[src/rtl/jk_reg_bank_if.sv]
// jk_reg_bank_if: control, data and status bundle for jk_reg_bank
interface jk_reg_bank_if #(parameter int WIDTH = 4);
  logic             en;
  logic [1:0]       mode;
  logic [WIDTH-1:0] j;
  logic [WIDTH-1:0] k;
  logic [WIDTH-1:0] d;
  logic             ser_in;
  logic [WIDTH-1:0] q;
  logic [WIDTH-1:0] qb;
  logic             tc;
  logic             chg;
  modport master (output en, mode, j, k, d, ser_in, input q, qb, tc, chg);
  modport slave (input en, mode, j, k, d, ser_in, output q, qb, tc, chg);
endinterface

[src/rtl/jk_reg_bank.sv]
// jk_reg_bank: WIDTH-cell JK/load/count/shift register bank with tc and chg flags; count-up mode built only when JK_REG_BANK_COUNT_EN is defined
module jk_reg_bank #(
  parameter int             WIDTH   = 4,
  parameter logic [WIDTH-1:0] RST_VAL = {WIDTH{1'b0}}
) (
  input logic          clk,
  input logic          rst,
  jk_reg_bank_if.slave bus
);
  logic [WIDTH-1:0] q_q, q_d, qb_q, qb_d, nx, jk, shl, cnt;
  logic             tc_q, tc_d, chg_q, chg_d, wrap;
  always_comb begin
    jk    = (bus.j & ~q_q) | (~bus.k & q_q);
    shl   = (q_q << 1) | WIDTH'(bus.ser_in);
`ifdef JK_REG_BANK_COUNT_EN
    cnt   = q_q + WIDTH'(1);
    wrap  = &q_q;
`else
    cnt   = q_q;
    wrap  = 1'b0;
`endif
    nx    = bus.mode == 2'b00 ? jk : bus.mode == 2'b01 ? bus.d : bus.mode == 2'b10 ? cnt : shl;
    q_d   = rst ? RST_VAL : bus.en ? nx : q_q;
    qb_d  = ~q_d;
    tc_d  = !rst && bus.en && bus.mode == 2'b10 && wrap;
    chg_d = !rst && bus.en && nx != q_q;
  end
  always_ff @(posedge clk) begin
    q_q   <= q_d;
    qb_q  <= qb_d;
    tc_q  <= tc_d;
    chg_q <= chg_d;
  end
  assign bus.q   = q_q;
  assign bus.qb  = qb_q;
  assign bus.tc  = tc_q;
  assign bus.chg = chg_q;
endmodule

[src/flat_wrapper.sv]
// flat-port wrapper written by rule: the top's interface ports become plain ports
module jk_reg_bank_flat 
#(
  parameter int             WIDTH   = 4,
  parameter logic [WIDTH-1:0] RST_VAL = {WIDTH{1'b0}}
)
  (clk, rst, bus_en, bus_mode, bus_j, bus_k, bus_d, bus_ser_in, bus_q, bus_qb, bus_tc, bus_chg);
  jk_reg_bank_if #(.WIDTH(WIDTH)) bus_i ();
  input logic clk;
  input logic rst;
  input wire logic [$bits(bus_i.en)-1:0] bus_en;
  input wire logic [$bits(bus_i.mode)-1:0] bus_mode;
  input wire logic [$bits(bus_i.j)-1:0] bus_j;
  input wire logic [$bits(bus_i.k)-1:0] bus_k;
  input wire logic [$bits(bus_i.d)-1:0] bus_d;
  input wire logic [$bits(bus_i.ser_in)-1:0] bus_ser_in;
  output wire logic [$bits(bus_i.q)-1:0] bus_q;
  output wire logic [$bits(bus_i.qb)-1:0] bus_qb;
  output wire logic [$bits(bus_i.tc)-1:0] bus_tc;
  output wire logic [$bits(bus_i.chg)-1:0] bus_chg;
  assign bus_i.en = bus_en;
  assign bus_i.mode = bus_mode;
  assign bus_i.j = bus_j;
  assign bus_i.k = bus_k;
  assign bus_i.d = bus_d;
  assign bus_i.ser_in = bus_ser_in;
  assign bus_q = bus_i.q;
  assign bus_qb = bus_i.qb;
  assign bus_tc = bus_i.tc;
  assign bus_chg = bus_i.chg;
  jk_reg_bank #(.WIDTH(WIDTH), .RST_VAL(RST_VAL)) u_core (.clk(clk), .rst(rst), .bus(bus_i));
endmodule
[config.mk]
export PLATFORM = sky130hd
export DESIGN_NAME = jk_reg_bank_flat
export DESIGN_NICKNAME = d
export VERILOG_FILES = /design/src/rtl/jk_reg_bank_if.sv /design/src/rtl/jk_reg_bank.sv /design/src/flat_wrapper.sv
export SDC_FILE = /design/constraint.sdc
export NUM_CORES = 1
export LEC_CHECK = 0
export ABC_AREA = 0
export BUFFER_PORTS_ARGS = -buffer_cell sky130_fd_sc_hd__buf_2
export CAP_MARGIN = 20
export CORE_UTILIZATION = 40
export DETAILED_ROUTE_END_ITERATION = 6
export MAX_ROUTING_LAYER = met4
export PLACE_DENSITY = 0.76
export SLEW_MARGIN = 20
export SYNTH_ARGS = -nofsm -noshare
export SYNTH_HDL_FRONTEND = slang
export SYNTH_SLANG_ARGS = --single-unit
[constraint.sdc]
create_clock -name clk -period 2.25 [get_ports clk]
set_input_delay 0.225 -clock clk [delete_from_list [all_inputs] [get_ports clk]]
set_output_delay 0.225 -clock clk [all_outputs]
set_load 0.03 [all_outputs]
==> results of run 1 <==
## routing by layer
| metal | vias to the layer above | track usage (%) |
|---|---|---|
| met3 | 2 | 3.02 |
| met2 | 37 | 26.2 |
| li1 | 359 | - |
| met1 | 312 | 21.7 |
| met5 | - | - |
| met4 | 0 | 7.50 |
## worst max path at each step
stage,from,to,slack [ps],depth (start not counted)
after detailed placement,u_core.bus.q[1],u_core.bus.chg,610,4
final,u_core.bus.q[1],u_core.bus.chg,620,4
after global placement,u_core.bus.q[1],u_core.bus.chg,670,4
after global routing,u_core.bus.q[1],u_core.bus.chg,490,4
after floorplan,u_core.bus.q[1],u_core.bus.chg,680,4
after CTS,u_core.bus.q[1],u_core.bus.chg,620,4
## power breakdown
part,switching [mW],internal [mW]
registers,0.0160,0.172
clock network,0.0561,0.0683
logic,0.0793,0.0541
## worst register-to-register path, delay by kind of cell, from the launching register on
family,cells,cell delay (ps)
AO/OA/AOI/OAI,3,610
flip-flops,1,530
multiplexers,1,380
## cells in the final DEF, fill, tap and decap left out, types with 2 or more instances in the layout
| master | netlist | final |
|---|---|---|
| a21oi_1 | 5 | 5 |
| and3_1 | 4 | 4 |
| buf_2 | 4 | 26 |
| clkbuf_4 | 0 | 3 |
| dfxtp_1 | 9 | 9 |
| inv_1 | 4 | 4 |
| mux2i_1 | 2 | 2 |
| nand2_1 | 13 | 13 |
| nand2b_1 | 2 | 2 |
| nand3_1 | 6 | 6 |
| nor2_1 | 7 | 7 |
| nor2b_1 | 3 | 3 |
| o2111ai_1 | 2 | 2 |
| o211ai_1 | 2 | 2 |
| o21ai_0 | 3 | 3 |
| o22ai_1 | 3 | 3 |
| or3_1 | 2 | 2 |
| xor2_1 | 2 | 2 |
## sequential cells by signal, indices dropped and copies added (netlist names)
signal / cells
u_core.bus.qb: 4
u_core.bus.chg: 1
u_core.bus.q: 4
## logic make-up (layout without fill, tap and decap cells)
family	count (synthesis)	count (layout)	synth area share, %
mux	3	3	4.79
xor+xnor	3	3	4.02
buf+inv	13	34	11.1
simple gates	40	40	29.9
other cells	1	1	0.574
compound gates	21	21	22.0
flops	9	9	27.6
## through the flow
stage                     hold slack [ps]  total power, mW  area [um^2]
after global routing                  241            0.472          772
after global placement                496            0.322          746
after detailed placement              500            0.324          746
final                                 228            0.446          772
after floorplan                       421            0.291          653
after CTS                             220            0.449          772
## layout make-up
class                           count  share of cell area, %
Tap cell                           16                   2.59
Multi-Input combinational cell     68                   51.9
Clock buffer                        4                   3.40
Inverter                            4                   1.94
Timing Repair Buffer               26                   16.9
Sequential cell                     9                   23.3
==> key figures, run 1 <==
Clocking
  • CTS Buffer Depth: 2
  • CTS-repair resized insts: 0
  • Reg clk slew, reported paths: 60 ps
  • CTS Sinks: 9
  • Clk Latency, worst-skew pair: 260 ps
  • Hold_buf cts: 0
  • TritonCTS clock tree: done
  • Post-CTS Setup Repair Bufs: 0
  • Root Driver: clkbuf_4
  • CTS H-tree lvls: 1
  • Cts bufs inserted: 3

Synth
  • Ys Warns: 0
  • EDFF count, synth: 0
  • Synthesized area: 653 um^2
  • Post-synthesis sequential area ratio: 27.6%
  • Async set or reset register ratio after synthesis: 0%
  • Synthesized net count: 108
  • Most frequent cell after synthesis: nand2_1
  • Syn_area_per_cell: 7.26 um^2
  • Post-synthesis register bit count: 9
  • Distinct cells, synth: 33
  • Post-Syn Instances: 90
  • Most used DFF post-synth: dfxtp_1
  • Synth top area share: 27.6%
  • Post-synth top cells: 13 x nand2_1, 9 x dfxtp_1, 7 x nor2_1
  • Synth area leaders: dfxtp_1 28%, nand2_1 7.5%, nand3_1 4.6%, nor2_1 4.0%, a21oi_1 3.8%
  • Post-synth top area cell: dfxtp_1

Critical path
  • Crit path largest cell delay: 530 ps
  • Critical path buffers and inverters: 0
  • Flop2flop setup slack: 620 ps
  • Worst EP required: 2400 ps
  • R2R cell count: 4
  • Slowest stage cell, crit path: dfxtp_1
  • Setup crit start kind: flip-flop
  • R2R Path Start: u_core.bus.q[1]
  • Reg-to-Reg End: u_core.bus.chg
  • Cell Chain, Critical Path: mux2_2, a22oi_1, a311oi_1, a311o_1
  • Crit. End Element: flip-flop
  • Crit Path Category: flip-flop to flip-flop
  • Crit-path max FO: 12
  • Worst Path Arrival: 1780 ps
  • CP delay by family, top: compound AO/OA/AOI/OAI gates

Route
  • Met2 Wirelength: 686 um
  • # DRC: 0
  • Via count: 710
  • Routed WL per cell: 11.6 um
  • Iter 0 DRT Violations: 37
  • Final wirelength: 1470 um
  • Routed wl met3: 114 um
  • First-pass DRT Iterations: 4
  • Antenna viol nets, final: 0
  • Top sig layer: met4
  • Wl on met1: 654 um
  • Vias per Instance: 5.59

Global routing
  • Largest net degree at the start of global routing: 20
  • GRT Util Overall: 17.0%
  • Initial antenna violation count: 0
  • First-pass GRT wire length: 2280 um
  • Vias in the first global route: 541
  • Grt ovf: 0

Die
  • I/O pin count: 28
  • Core Area: 1520 um^2
  • DIE WIDTH: 42.4 um
  • Die ar.: 1800 um^2
  • Num rows: 14
  • Die Span Y: 42.4 um
  • Initial core utilization: 42.9%

Timing
  • Final worst slack: 618 ps
  • Achievable Freq: 613 MHz
  • Final min period: 1630 ps
  • Final worst path period share: 72.5%
  • Total negative slack: 0 ps
  • Final hold viol count: 0
  • RSZ-0062 raised after global routing: no
  • Setup Skew: 7.63 ps
  • Slew Viols, Final: 0
  • Final setup fails: 0

Layout
  • Layout cells sized above 1: 27.9%
  • Layout overhead on the synthesized area: 18.2%
  • Area of the multi-input gates: 400 um^2
  • Register Area: 180 um^2
  • Fin cells: 127
  • Layout fillers: 160
  • Antenna Cells: 0
  • Fin nets: 130
  • Final Util: 50.7%

Job
  • Max-Cap Viols: 0

Worst hold path
  • HP Class: primary input to flip-flop
  • Hold Path Depth: 2
  • Hold Crit Start: rst
  • Hold worst-path end: u_core.bus.q[2]

Power and ir drop
  • Lkg Pwr: 0.362 nW
  • Max IR drop VDD: 0.166 mV
  • Pwr dens: 578 nW/um^2

Placed design
  • Number of port buffers: 26
  • GPL Wtd Cong: 0.944
  • Detail Placement HPWL: 1130 um
  • DP Cell Count: 123
  • Setup WS pre-CTS: 615 ps

Run status
  • Status: finished clean
Power figures use the tool's default switching activity.
==> inputs of run 2 (changes only) <==
PLACE_DENSITY = 0.79   (was 0.76)
clock period = 1.5 ns   (was 2.25 ns; I/O delays follow)
==> run 2 against run 1 <==
  * Setup slack got worse by 560 ps
  * Non-clock buffer count rose by 2
  * Maximum frequency up 13%
  * First-iteration DRC count decreased by 57%
  * Global-route usage rose by 1.1 points
  * Die area is the same
  * Clock-buffer cell count unchanged
  * Hold slack lost 64 ps
  * Largest cell class unchanged
  * Largest power group unchanged
==> key figures, run 2 (same netlist as run 1, synthesis figures left out) <==
Route
  • Wl on met1: 638 um
  • Routed WL per cell: 11.7 um
  • Antenna viol nets, final: 0
  • Top sig layer: met3
  • Routed wl met3: 112 um
  • Iter 0 DRT Violations: 16
  • Via count: 701
  • Met2 Wirelength: 756 um
  • First-pass DRT Iterations: 4
  • # DRC: 0
  • Final wirelength: 1510 um
  • Vias per Instance: 5.43

Power and ir drop
  • Total power: 673 uW
  • Lkg Pwr: 0.373 nW
  • Max IR drop VDD: 0.293 mV
  • Pwr dens: 851 nW/um^2

Clocking
  • CTS H-tree lvls: 1
  • TritonCTS clock tree: done
  • CTS Sinks: 9
  • Root Driver: clkbuf_4
  • Cts bufs inserted: 3
  • Hold_buf cts: 0
  • CTS-repair resized insts: 0
  • Reg clk slew, reported paths: 60 ps
  • Clk Latency, worst-skew pair: 250 ps
  • Post-CTS Setup Repair Bufs: 0
  • CTS Buffer Depth: 2

Worst hold path
  • HP Class: primary input to flip-flop
  • Hold Crit Start: rst

Global routing
  • Vias in the first global route: 595
  • Initial antenna violation count: 0
  • First-pass GRT wire length: 2470 um
  • GRT Util Overall: 18.1%
  • Grt ovf: 0
  • Largest net degree at the start of global routing: 20

Critical path
  • Crit-path max FO: 8
  • CP delay by family, top: compound AO/OA/AOI/OAI gates
  • Crit. End Element: flip-flop
  • Worst Path Arrival: 1590 ps
  • Critical path buffers and inverters: 0
  • R2R Path Start: u_core.bus.q[1]
  • Slowest stage cell, crit path: dfxtp_2
  • Worst EP required: 1640 ps
  • Setup crit start kind: flip-flop
  • Crit Path Category: flip-flop to flip-flop
  • Cell Chain, Critical Path: mux2_2, a22oi_1, a311oi_1, a311o_1
  • Critical Path Start: u_core.bus.q[1]
  • Crit path largest cell delay: 400 ps

Layout
  • Layout overhead on the synthesized area: 21.1%
  • Area of the multi-input gates: 400 um^2
  • Fin nets: 132
  • Commonest cells after routing, fill and taps aside: 26 x buf_2, 13 x nand2_1, 7 x nor2_1
  • Leading cell type in the layout, fill and taps excluded: buf_2
  • Layout fillers: 156
  • Layout cells sized above 1: 31.9%
  • Antenna Cells: 0
  • Register Area: 184 um^2

Timing
  • Final min period: 1440 ps
  • Slew Viols, Final: 0
  • Total negative slack: 0 ps
  • Final hold viol count: 0
  • Final setup fails: 0
  • Achievable Freq: 693 MHz
  • Final worst path period share: 96.2%
  • RSZ-0062 raised after global routing: no
  • Setup Skew: 1.21 ps

Placed design
  • Detail Placement HPWL: 1180 um
  • GPL Wtd Cong: 0.857
  • Number of port buffers: 26

Die
  • Die ar.: 1800 um^2
  • Core Area: 1520 um^2
  • Num rows: 14
  • I/O pin count: 28
  • DIE WIDTH: 42.4 um
  • Die Span Y: 42.4 um
  • Initial core utilization: 42.9%

Job
  • Max-Cap Viols: 0

Run status
  • Status: finished clean
-- run 2: cell count changes in the layout (fill, tap and decap cells not counted) --
cell	before	now
buf_4	0	2
dfxtp_1	9	6
dfxtp_2	0	3
-- run 2: metrics by stage --
step                utilization [%]  std cells  setup WS (ps)  area (um^2)  hold slack [ps]
floorplan                         -         90           1.80          661              339
global placement               50.2        125           84.1          764              417
detailed placement             50.2        125           63.7          764              425
CTS                            51.9        129           56.1          791              149
global route                   51.9        129           15.1          791              167
finish                         51.9        129           57.0          791              164
-- run 2: worst register-to-register path, delay by kind of cell, from the launching register on --
kind               cells  cell delay (ps)
AOI/OAI and AO/OA      3              590
muxes                  1              350
DFF                    1              400
-- run 2: path summary, 6_finish.rpt --
check	endpoint	slack [ps]	cells past startpoint
worst max-delay path	u_core.bus.chg	60	4
worst min register to register	u_core.bus.q[2]	560	2
worst min-delay path	u_core.bus.q[2]	160	2
worst max register to register	u_core.bus.chg	60	4
-- run 2: cell type report --
cell class,instances,share of cell area [%]
Clock buffer,4,3.32
Inverter,4,1.90
Multi-Input combinational cell,68,50.6
Sequential cell,9,23.3
Tap cell,16,2.53
Timing Repair Buffer,28,18.4
-- run 2: where the power goes --
| part | leakage (nW) | total [mW] | switching, mW | internal, mW |
|---|---|---|---|---|
| Clock | 0.0150 | 0.182 | 0.0795 | 0.102 |
| Combinational | 0.283 | 0.210 | 0.124 | 0.0861 |
| Sequential | 0.0756 | 0.281 | 0.0210 | 0.260 |
-- run 2: layer usage --
metal / vias up / global-route usage (%)
met5: - / -
met4: 0 / 7.50
met3: 0 / 2.59
met2: 33 / 29.2
met1: 305 / 22.6
li1: 363 / -
==> inputs of run 3 (changes only) <==
CELL_PAD_IN_SITES_DETAIL_PLACEMENT = 0   (was default)
CELL_PAD_IN_SITES_GLOBAL_PLACEMENT = 1   (was default)
CORE_UTILIZATION = 28   (was 40)
PLACE_DENSITY = 0.8   (was 0.79)
==> run 3 against run 2 <==
  * Via count stayed put
  * Critical endpoint unchanged
  * Sequential power hardly changed
  * Non-clock buffer count stayed put
  * Critical path depth stayed put
  * Setup slack better by 21 ps
  * Final area is 2.8% higher
  * Cell count is 9.3% higher
  * Highest routed layer is now met4
  * Largest power group unchanged
  * Flip-flop and latch count stayed put
  * Combinational power is 2% higher
  * Global-route usage is 3.1 points lower
==> key figures, run 3 (same netlist as run 1, synthesis figures left out) <==
Power and ir drop
  • Max IR drop VDD: 0.282 mV
  • Pwr dens: 835 nW/um^2
  • Lkg Pwr: 0.374 nW
  • Total power: 679 uW

Layout
  • Final Util: 36.8%
  • Antenna Cells: 0
  • Layout overhead on the synthesized area: 24.5%
  • Commonest cells after routing, fill and taps aside: 26 x buf_2, 13 x nand2_1, 7 x nor2_1
  • Layout cells sized above 1: 32.7%
  • Leading cell type in the layout, fill and taps excluded: buf_2
  • Fin nets: 132
  • Layout fillers: 251
  • Fin cells: 141

Timing
  • Final hold viol count: 0
  • Final min period: 1420 ps
  • Achievable Freq: 703 MHz
  • Final worst path period share: 94.8%
  • Setup Skew: 1.53 ps
  • Total negative slack: 0 ps
  • RSZ-0062 raised after global routing: no
  • Final setup fails: 0
  • Slew Viols, Final: 0

Clocking
  • CTS H-tree lvls: 1
  • CTS Buffer Depth: 2
  • Root Driver: clkbuf_4
  • Clk Latency, worst-skew pair: 260 ps
  • Cts bufs inserted: 3
  • CTS Sinks: 9
  • Reg clk slew, reported paths: 60 ps
  • Post-CTS Setup Repair Bufs: 0
  • TritonCTS clock tree: done

Critical path
  • Crit Path Category: flip-flop to flip-flop
  • Setup crit start kind: flip-flop
  • Crit. End Element: flip-flop
  • Worst Path Arrival: 1570 ps
  • Worst EP required: 1640 ps
  • Crit-path max FO: 9

Route
  • Vias per Instance: 4.97
  • Final wirelength: 1670 um
  • # DRC: 0
  • First-pass DRT Iterations: 4
  • Via count: 701
  • Antenna viol nets, final: 0
  • Iter 0 DRT Violations: 14
  • Routed WL per cell: 11.8 um

Global routing
  • Grt ovf: 0
  • Largest net degree at the start of global routing: 20
  • GRT Util Overall: 15.1%
  • Initial antenna violation count: 0
  • First-pass GRT wire length: 2720 um
  • Vias in the first global route: 606

Die
  • I/O pin count: 28
  • DIE WIDTH: 50.3 um
  • Num rows: 17
  • Core Area: 2210 um^2
  • Die ar.: 2530 um^2
  • Initial core utilization: 29.5%
  • Die Span Y: 50.3 um

Placed design
  • Number of port buffers: 26
  • DP Cell Count: 137
  • Detail Placement HPWL: 1290 um
  • GPL Wtd Cong: 0.889

Worst hold path
  • HP Class: primary input to flip-flop

Job
  • Max-Cap Viols: 0

Run status
  • Status: finished clean
[run 3: cell count changes in the layout (fill, tap and decap cells not counted)]
cell / change
dfxtp_2: -1
a22oi_1: -1
a22oi_2: +1
dfxtp_4: +1
[run 3: report_power, final]
group	leakage, nW	switching [mW]	internal (mW)
Clock	0.0150	0.0827	0.102
Sequential	0.0759	0.0209	0.260
Combinational	0.283	0.127	0.0868
[run 3: layer usage]
layer	track usage (%)	part of all wire, %	vias to the layer above
met5	-	0	-
met4	9.72	0.96	0
met3	3.33	7.6	2
met2	19.8	44	25
met1	20.4	48	314
li1	-	-	360
[run 3: timing repair]
action | CTS | global route
setup endpoints to repair | 0 | 1
resized for setup | 0 | 2
hold buffers | 0 | 0
[run 3: critical path: stages (launching register included)]
cell and delay (ps):
dfxtp_4 390, mux2_2 350, a22oi_2 150, a311oi_1 100, a311o_1 330
[run 3: final cells by class]
cell class	instances	area (um^2)	area share, %
clock buffer	4	26.3	3.23
inverter	4	15.0	1.85
multi-input combinational	68	405	49.8
sequential	9	186	22.9
tap	28	35.0	4.31
timing repair buffer	28	145	17.8
[run 3: path summary, 6_finish.rpt]
| kind | depth (start not counted) | slack [ps] | end | from |
|---|---|---|---|---|
| worst max register to register | 4 | 80 | u_core.bus.chg | u_core.bus.q[1] |
| worst min-delay path | 2 | 170 | u_core.bus.q[2] | rst |
| worst max-delay path | 4 | 80 | u_core.bus.chg | u_core.bus.q[1] |
| worst min register to register | 3 | 600 | u_core.bus.qb[1] | u_core.bus.q[1] |
[run 3: through the flow]
| step | hold slack [ps] | cell area (um^2) | worst slack, ps |
|---|---|---|---|
| floorplan | 339 | 661 | 1.80 |
| global placement | 427 | 779 | 73.7 |
| detailed placement | 440 | 779 | 41.7 |
| CTS | 169 | 806 | 35.3 |
| global route | 194 | 813 | 27.2 |
| finish | 175 | 813 | 77.5 |
